--- src/rtl/bam_sequencer.sv ---
// Control FSM for the registered Booth multiplier wrapper: operand handshake, settle window,
// product capture and a held result-valid flag until the consumer takes it.
module bam_sequencer #(
   parameter int unsigned SETTLE_CYCLES = 2,
   parameter int unsigned CNT_W         = 16
) (
   input  logic             clk,
   input  logic             reset,
   input  logic             clear,
   input  logic             in_valid,
   output logic             in_ready,
   output logic             enable_a,
   output logic             enable_b,
   output logic             enable_out,
   output logic             reset_a,
   output logic             reset_b,
   output logic             reset_out,
   output logic             result_valid,
   input  logic             result_ready,
   output logic             busy,
   output logic [CNT_W-1:0] op_count
);

   typedef enum logic [1:0] {StIdle, StCompute, StCapture, StDone} state_e;

   localparam logic [3:0] SettleLoad = 4'(SETTLE_CYCLES - 1);
   localparam logic [CNT_W-1:0] CntOne = {{(CNT_W-1){1'b0}}, 1'b1};

   state_e           state_q, state_d;
   logic [3:0]       settle_q, settle_d;
   logic [CNT_W-1:0] op_count_q, op_count_d;
   logic             abort;

   assign abort    = reset | clear;
   assign op_count = op_count_q;

   always_comb begin
      state_d      = state_q;
      settle_d     = settle_q;
      op_count_d   = op_count_q;
      in_ready     = 1'b0;
      enable_a     = 1'b0;
      enable_b     = 1'b0;
      enable_out   = 1'b0;
      result_valid = 1'b0;
      reset_a      = abort;
      reset_b      = abort;
      reset_out    = abort;
      busy         = (state_q != StIdle) & ~reset;

      // Any abort wipes the wrapper regs, so no handshake or load may coincide with it.
      if (abort) begin
         state_d  = StIdle;
         settle_d = '0;
      end else begin
         unique case (state_q)
            StIdle: begin
               in_ready = 1'b1;
               if (in_valid) begin
                  enable_a = 1'b1;
                  enable_b = 1'b1;
                  state_d  = StCompute;
                  settle_d = SettleLoad;
               end
            end
            StCompute: begin
               if (settle_q == 4'd0) begin
                  state_d = StCapture;
               end else begin
                  settle_d = settle_q - 4'd1;
               end
            end
            StCapture: begin
               enable_out = 1'b1;
               state_d    = StDone;
            end
            StDone: begin
               result_valid = 1'b1;
               if (result_ready) begin
                  op_count_d = op_count_q + CntOne;
                  state_d    = StIdle;
               end
            end
            default: state_d = StIdle;
         endcase
      end
   end

   always_ff @(posedge clk) begin
      if (reset) begin
         state_q    <= StIdle;
         settle_q   <= '0;
         op_count_q <= '0;
      end else begin
         state_q    <= state_d;
         settle_q   <= settle_d;
         op_count_q <= op_count_d;
      end
   end

endmodule

--- config.mk ---
export PLATFORM = sky130hd
export DESIGN_NAME = bam_sequencer
export DESIGN_NICKNAME = d
export VERILOG_FILES = /design/src/rtl/bam_sequencer.sv
export SDC_FILE = /design/constraint.sdc
export NUM_CORES = 1
export LEC_CHECK = 0
export ABC_AREA = 1
export BUFFER_PORTS_ARGS = -buffer_cell sky130_fd_sc_hd__buf_4
export CAP_MARGIN = 10
export CELL_PAD_IN_SITES_DETAIL_PLACEMENT = 0
export CELL_PAD_IN_SITES_GLOBAL_PLACEMENT = 1
export CORE_UTILIZATION = 30
export DETAILED_ROUTE_END_ITERATION = 16
export PLACE_DENSITY_LB_ADDON = 0.1
export SLEW_MARGIN = 20
export SYNTH_ARGS = -nofsm -noshare
export SYNTH_HDL_FRONTEND = slang
export SYNTH_SLANG_ARGS = --single-unit
export TNS_END_PERCENT = 50
--- constraint.sdc ---
create_clock -name clk -period 1.55 [get_ports clk]
set_clock_uncertainty 0.15 [all_clocks]
set_input_delay 0.3875 -clock clk [delete_from_list [all_inputs] [get_ports clk]]
set_output_delay 0.3875 -clock clk [all_outputs]
set_load 0.05 [all_outputs]
==> impl_metrics.ini, run 1 <==
[synth]
synth_area_leader_cell = dfxtp_1
async_reset_ff_share_pct = 0
synth-edff-count = 0
synth_seq_cells = 22
synth-simple-area-share_pct = 38.9
synthCells = 201
synth_area_leaders = dfxtp_1 (33%), nand2_1 (13%), inv_1 (9.6%)
synth_compound_area_share_pct = 8.10
synth_top_family_by_area = simple AND/OR/NAND/NOR gates
synthAdderAreaFrac_pct = 5.65
synth_flop_cell = dfxtp_1
yosysTopAreaCellShare_pct = 33.1
syn-cell-area_sq_um = 1330
syn_avg_cell_area_sq_um = 6.61
synth-warning-count = 0
synthXorXnorAreaFrac_pct = 0.659
ys_seq_area_share_pct = 33.1
yosysMostFrequentCell = nand2_1
syn-num-nets = 212
synthMuxAreaShare_pct = 0
synthDistinctLibCells = 22
netlist_top_cells_count = nand2_1 (47), inv_1 (34), nor2_1 (32), dfxtp_1 (22), a21oi_1 (13)

[global_routing]
first_global_vias = 1292
grt_antenna_before_repair = 0
grt_max_degree = 13
track_usage_pct = 17.1
grt_first_pass_wirelength_microns = 6010
grt.overflow.total = 0

[layout]
final.fill_count = 432
nets = 261
drive_gt1_share_pct = 39.4
final_util_pct = 48.0
antenna_cells = 0
area_growth_pct = 48.7
final_cell_count_no_fill = 299

[power_and_ir_drop]
power_switching_w = 0.000397
power.internal_w = 0.000894
swShare_pct = 30.8
seq_power_share_pct = 45.1
power.leakage_nw = 0.896
clockPowerShare_pct = 29.9
ir_drop_uv = 280
combPwrFrac_pct = 25.1
powerDensity_nw_per_um2 = 653

[setup_path]
path_max_fanout = 3
cp-start-kind = flop
worstPathRequired_ns = 1.01
end_kind = output port
critical-path-slowest-cell = dfxtp_2
cp_cell_sequence = inv_2, ha_4, inv_4, nor3_4, buf_6
max_stage_delay_ns = 0.34
crit_arrival_ns = 1.22
path_class = reg2out

[clock_tree]
cts.root.buffer_cell = clkbuf_8
cts_buffers = 3
ctsHoldBuffers = 0
cts.sinks = 22
htreeDepth = 1
clockBufferDepth = 2
path_clk_slew_ns = 0.08
clock_latency_ns = 0.26
tritoncts = done

[die]
io_pins = 30
coreArea_sq_um = 4120
die_w_microns = 68.6
start_util_pct = 32.3
rows = 23
die_y_microns = 68.6
die_area_sq_um = 4700

[route]
drc = 0
vias = 1401
drt-initial-drc-count = 62
vias_per_cell = 4.69
ant_nets = 0
drt_pre_antenna_iters = 4
wl_per_cell_microns = 11.8
routed_wl_microns = 3540

[outcome]
status = finished, violations left
violations = negative setup slack

[timing]
slew_violations = 0
tightestPinTransition_ns = 0.305
hold_viol = 0
setup_viol = 6
fin_ws_ns = -0.212
timing.final.crit_share_pct = 114
relSlewSlack_pct = 79.6
fmax_mhz = 568
layout_min_cycle_time_ns = 1.76
rsz0062_at_grt = true

[place]
place_ws_ns = -0.122
dp_hpwl_microns = 2480
place_congestion = 0.776
placed_cells = 291
port_buffers = 29

[run]
cap_violations = 0

[min_path]
holdCritPathClass = reg2reg
==> what timing repair did <==
action | 4_1_cts | 5_1_grt
buffers inserted | 3 | 3
gates resized for setup | 27 | 32
setup endpoints to repair | 17 | 26
pin swaps | 5 | 15
==> registers in the layout, summed over array words and instances (netlist names) <==
signal,flops
op_count,16
settle_q,4
state_q,2
==> routing by layer <==
| layer | wire, microns | global-route usage, % | vias up |
|---|---|---|---|
| met5 | 0 | 0 | - |
| met4 | 36 | 4.69 | 0 |
| met3 | 157 | 2.96 | 5 |
| met2 | 1650 | 25.9 | 40 |
| met1 | 1700 | 24.7 | 626 |
| li1 | - | - | 730 |
==> cells by family (layout without fill, tap and decap cells) <==
family | count (synthesis) | after routing
adders and majority gates | 6 | 6
buffers and inverters | 41 | 89
AOI/OAI and AO/OA | 21 | 21
DFF | 22 | 22
and+or+nand+nor | 110 | 110
xor gates and xnor gates | 1 | 1
==> power groups by stage <==
| stage | combinational, W | clock, W | sequential, W |
|---|---|---|---|
| 6_report | 0.000323 | 0.000386 | 0.000582 |
| 5_1_grt | 0.000351 | 0.000432 | 0.000584 |
| 4_1_cts | 0.000280 | 0.000395 | 0.000582 |
| 3_5_place_dp | 0.000236 | 0 | 0.000593 |
| 3_3_place_gp | 0.000236 | 0 | 0.000593 |
| 2_1_floorplan | 0.000160 | 0 | 0.000592 |
==> area by class of cell <==
class / instances / area [sq um] / share of cell area, %
Multi-Input combinational cell: 138 / 857 / 43.4
Clock buffer: 4 / 45.0 / 2.28
Inverter: 36 / 140 / 7.09
Sequential cell: 22 / 458 / 23.2
Tap cell: 50 / 62.6 / 3.17
Timing Repair Buffer: 49 / 413 / 20.9
==> cell usage in the layout, fill, tap and decap left out, types with 2 or more instances in the layout <==
cell type  count
clkbuf_8       3
buf_6         10
o21ai_1        5
a21oi_1       12
nor2_8         2
nand2_2        6
nand2_1       39
nor3_1         5
inv_2          4
inv_1         29
nor2_4         2
dfxtp_2        8
nor2_1        26
nand2_4        3
nand3_4        2
nor2_2         5
buf_4         38
nand4_1       10
dfxtp_1       12
inv_4          2
ha_4           4
nand3_1        6
dfxtp_4        2
==> per-stage QoR <==
| stage | power (W) | setup TNS (ns) | area (sq um) | hold WS, ns |
|---|---|---|---|---|
| after CTS | 0.00126 | -1.29 | 1870 | 0.370 |
| after floorplan | 0.000752 | -3.43 | 1370 | 0.335 |
| after global placement | 0.000828 | -0.729 | 1720 | 0.337 |
| after detailed placement | 0.000830 | -1.15 | 1720 | 0.353 |
| final | 0.00129 | -1.16 | 1980 | 0.373 |
| after global routing | 0.00137 | -1.81 | 1980 | 0.383 |
==> path summary, 6_finish.rpt <==
path,cells past startpoint,to,startpoint,slack (ns)
setup reg to reg,9,op_count[12]$_SDFFE_PP0P_,op_count[1]$_SDFFE_PP0P_,0.02
hold reg to reg,2,op_count[4]$_SDFFE_PP0P_,op_count[4]$_SDFFE_PP0P_,0.37
setup / recovery,5,enable_b,state_q[0]$_SDFFE_PP0P_,-0.21
hold / removal,2,op_count[4]$_SDFFE_PP0P_,op_count[4]$_SDFFE_PP0P_,0.37
==> worst max-delay path: cells and delay by family, from the launching register on <==
family	cells	cell delay [ns]
DFF	1	0.34
and+or+nand+nor	1	0.14
buffers and inverters	3	0.30
adders and majority gates	1	0.16
No activity file was read; power rests on OpenSTA's default activity.
==> run 2, diff against run 1 <==
==> constraint.sdc (replaced) <==
create_clock -name clk -period 1.8 [get_ports clk]
set_clock_uncertainty 0.15 [all_clocks]
set_input_delay 0.45 -clock clk [delete_from_list [all_inputs] [get_ports clk]]
set_output_delay 0.45 -clock clk [all_outputs]
set_load 0.05 [all_outputs]
==> impl_metrics.ini, run 2 (synthesis results as in run 1) <==
[outcome]
status = finished, violations left
violations = negative setup slack

[layout]
final_util_pct = 42.0
seq_area_sq_um = 444
finish.instance_area_sq_um = 1730
area_growth_pct = 30.2
layout_common_cells = nand2_1 (47), buf_4 (35), inv_1 (31), nor2_1 (31), dfxtp_1 (19)
final.fill_count = 444
final_common_cell = nand2_1
multi_input_area_sq_um = 737
drive_gt1_share_pct = 24.4
antenna_cells = 0
nets = 251
largest_reg_flops = 16

[die]
start_util_pct = 32.3
die_w_microns = 68.6
die_y_microns = 68.6
die_area_sq_um = 4700
io_pins = 30
coreArea_sq_um = 4120
rows = 23

[clock_tree]
clockBufferDepth = 2
ctsHoldBuffers = 0
cts_buffers = 3
cts.root.buffer_cell = clkbuf_8
tritoncts = done
cts.sinks = 22
htreeDepth = 1
path_clk_slew_ns = 0.08
clock_latency_ns = 0.26

[timing]
timing.final.crit_share_pct = 105
relSlewSlack_pct = 77.8
fin_ws_ns = -0.0881
layout_min_cycle_time_ns = 1.89
fmax_mhz = 530
rsz0062_at_grt = true
holdWs_ns = 0.338
slew_violations = 0
tns_ns = -0.177
setup_viol = 3
hold_viol = 0
tightestPinTransition_ns = 0.333

[power_and_ir_drop]
power.leakage_nw = 0.798
powerDensity_nw_per_um2 = 592
swShare_pct = 28.9
seq_power_share_pct = 49.3
power.internal_w = 0.000728
clockPowerShare_pct = 29.8
power_switching_w = 0.000295
combPwrFrac_pct = 21.0
ir_drop_uv = 245

[global_routing]
grt.overflow.total = 0
grt_max_degree = 12
grt_antenna_before_repair = 0
first_global_vias = 1150
grt_first_pass_wirelength_microns = 5230
use_met3_pct = 2.96
met1_usage_pct = 20.6
top_usage_layer = met2
globalRouteMet2Util_pct = 24.0
track_usage_pct = 15.4

[setup_path]
path_max_fanout = 4
path_class = reg2out
max_stage_delay_ns = 0.34
reg2reg_slack_ns = 0.14
worstPathRequired_ns = 1.20
end_kind = output port
critical-path-slowest-cell = dfxtp_2
crit_arrival_ns = 1.29
cp_cell_sequence = inv_2, ha_4, inv_4, nor3_4, buf_6
cp-start-kind = flop

[route]
drc = 0
vias_per_cell = 4.64
vias = 1337
drt-initial-drc-count = 55
wl_per_cell_microns = 11.4
drt_pre_antenna_iters = 4
routed_wl_microns = 3270
ant_nets = 0

[place]
port_buffers = 29
place_congestion = 0.748
dpl-instance-area_sq_um = 1610
dp_hpwl_microns = 2570

[min_path]
holdCritPathClass = in2reg

[run]
cap_violations = 0
-- run 2: layer usage --
| metal | up-vias | wire length, microns |
|---|---|---|
| met4 | 0 | 40 |
| li1 | 707 | - |
| met3 | 4 | 162 |
| met5 | - | 0 |
| met1 | 599 | 1590 |
| met2 | 27 | 1480 |
-- run 2: layout make-up --
cell class,count,area share [%]
clock buffer,3,2.39
inverter,36,7.95
multi-input combinational,138,42.6
sequential,22,25.7
tap,50,3.62
timing repair buffer,39,17.8
-- run 2: timing repair --
action                     4_1_cts  5_1_grt
setup endpoints to repair        6       10
cloned                           0        0
pin swaps                        2        1
setup buffers                    3        2
resized for setup               10        5
-- run 2: power by group through the flow --
stage                     sequential (W)  combinational (W)  clock, W
after floorplan                 0.000513           0.000138         0
after global placement          0.000513           0.000182         0
after detailed placement        0.000515           0.000183         0
after CTS                       0.000504           0.000203  0.000320
after global routing            0.000506           0.000237  0.000345
final                           0.000504           0.000215  0.000305
-- run 2: path summary, 6_finish.rpt --
path / startpoint / endpoint / cells after the start
min reg2reg: op_count[0]$_SDFFE_PP0P_ / op_count[0]$_SDFFE_PP0P_ / 2
min: clear / state_q[1]$_SDFFE_PP0P_ / 4
max reg2reg: state_q[1]$_SDFFE_PP0P_ / settle_q[1]$_SDFFE_PP0P_ / 8
max: state_q[1]$_SDFFE_PP0P_ / enable_a / 5
-- run 2: worst max-delay path: cells and delay by family, from the launching register on --
family / cells / cell delay, ns
buffers and inverters: 3 / 0.32
and+or+nand+nor: 1 / 0.20
adders and majority gates: 1 / 0.16
DFF: 1 / 0.34
-- run 2: through the flow --
stage          total power (W)  std cells  worst slack, ns
2_1_floorplan         0.000651        201           -0.606
3_3_place_gp          0.000695        280           0.0280
3_5_place_dp          0.000698        280           0.0201
4_1_cts                0.00103        286          -0.0782
5_1_grt                0.00109        288           -0.150
6_report               0.00102        288          -0.0881
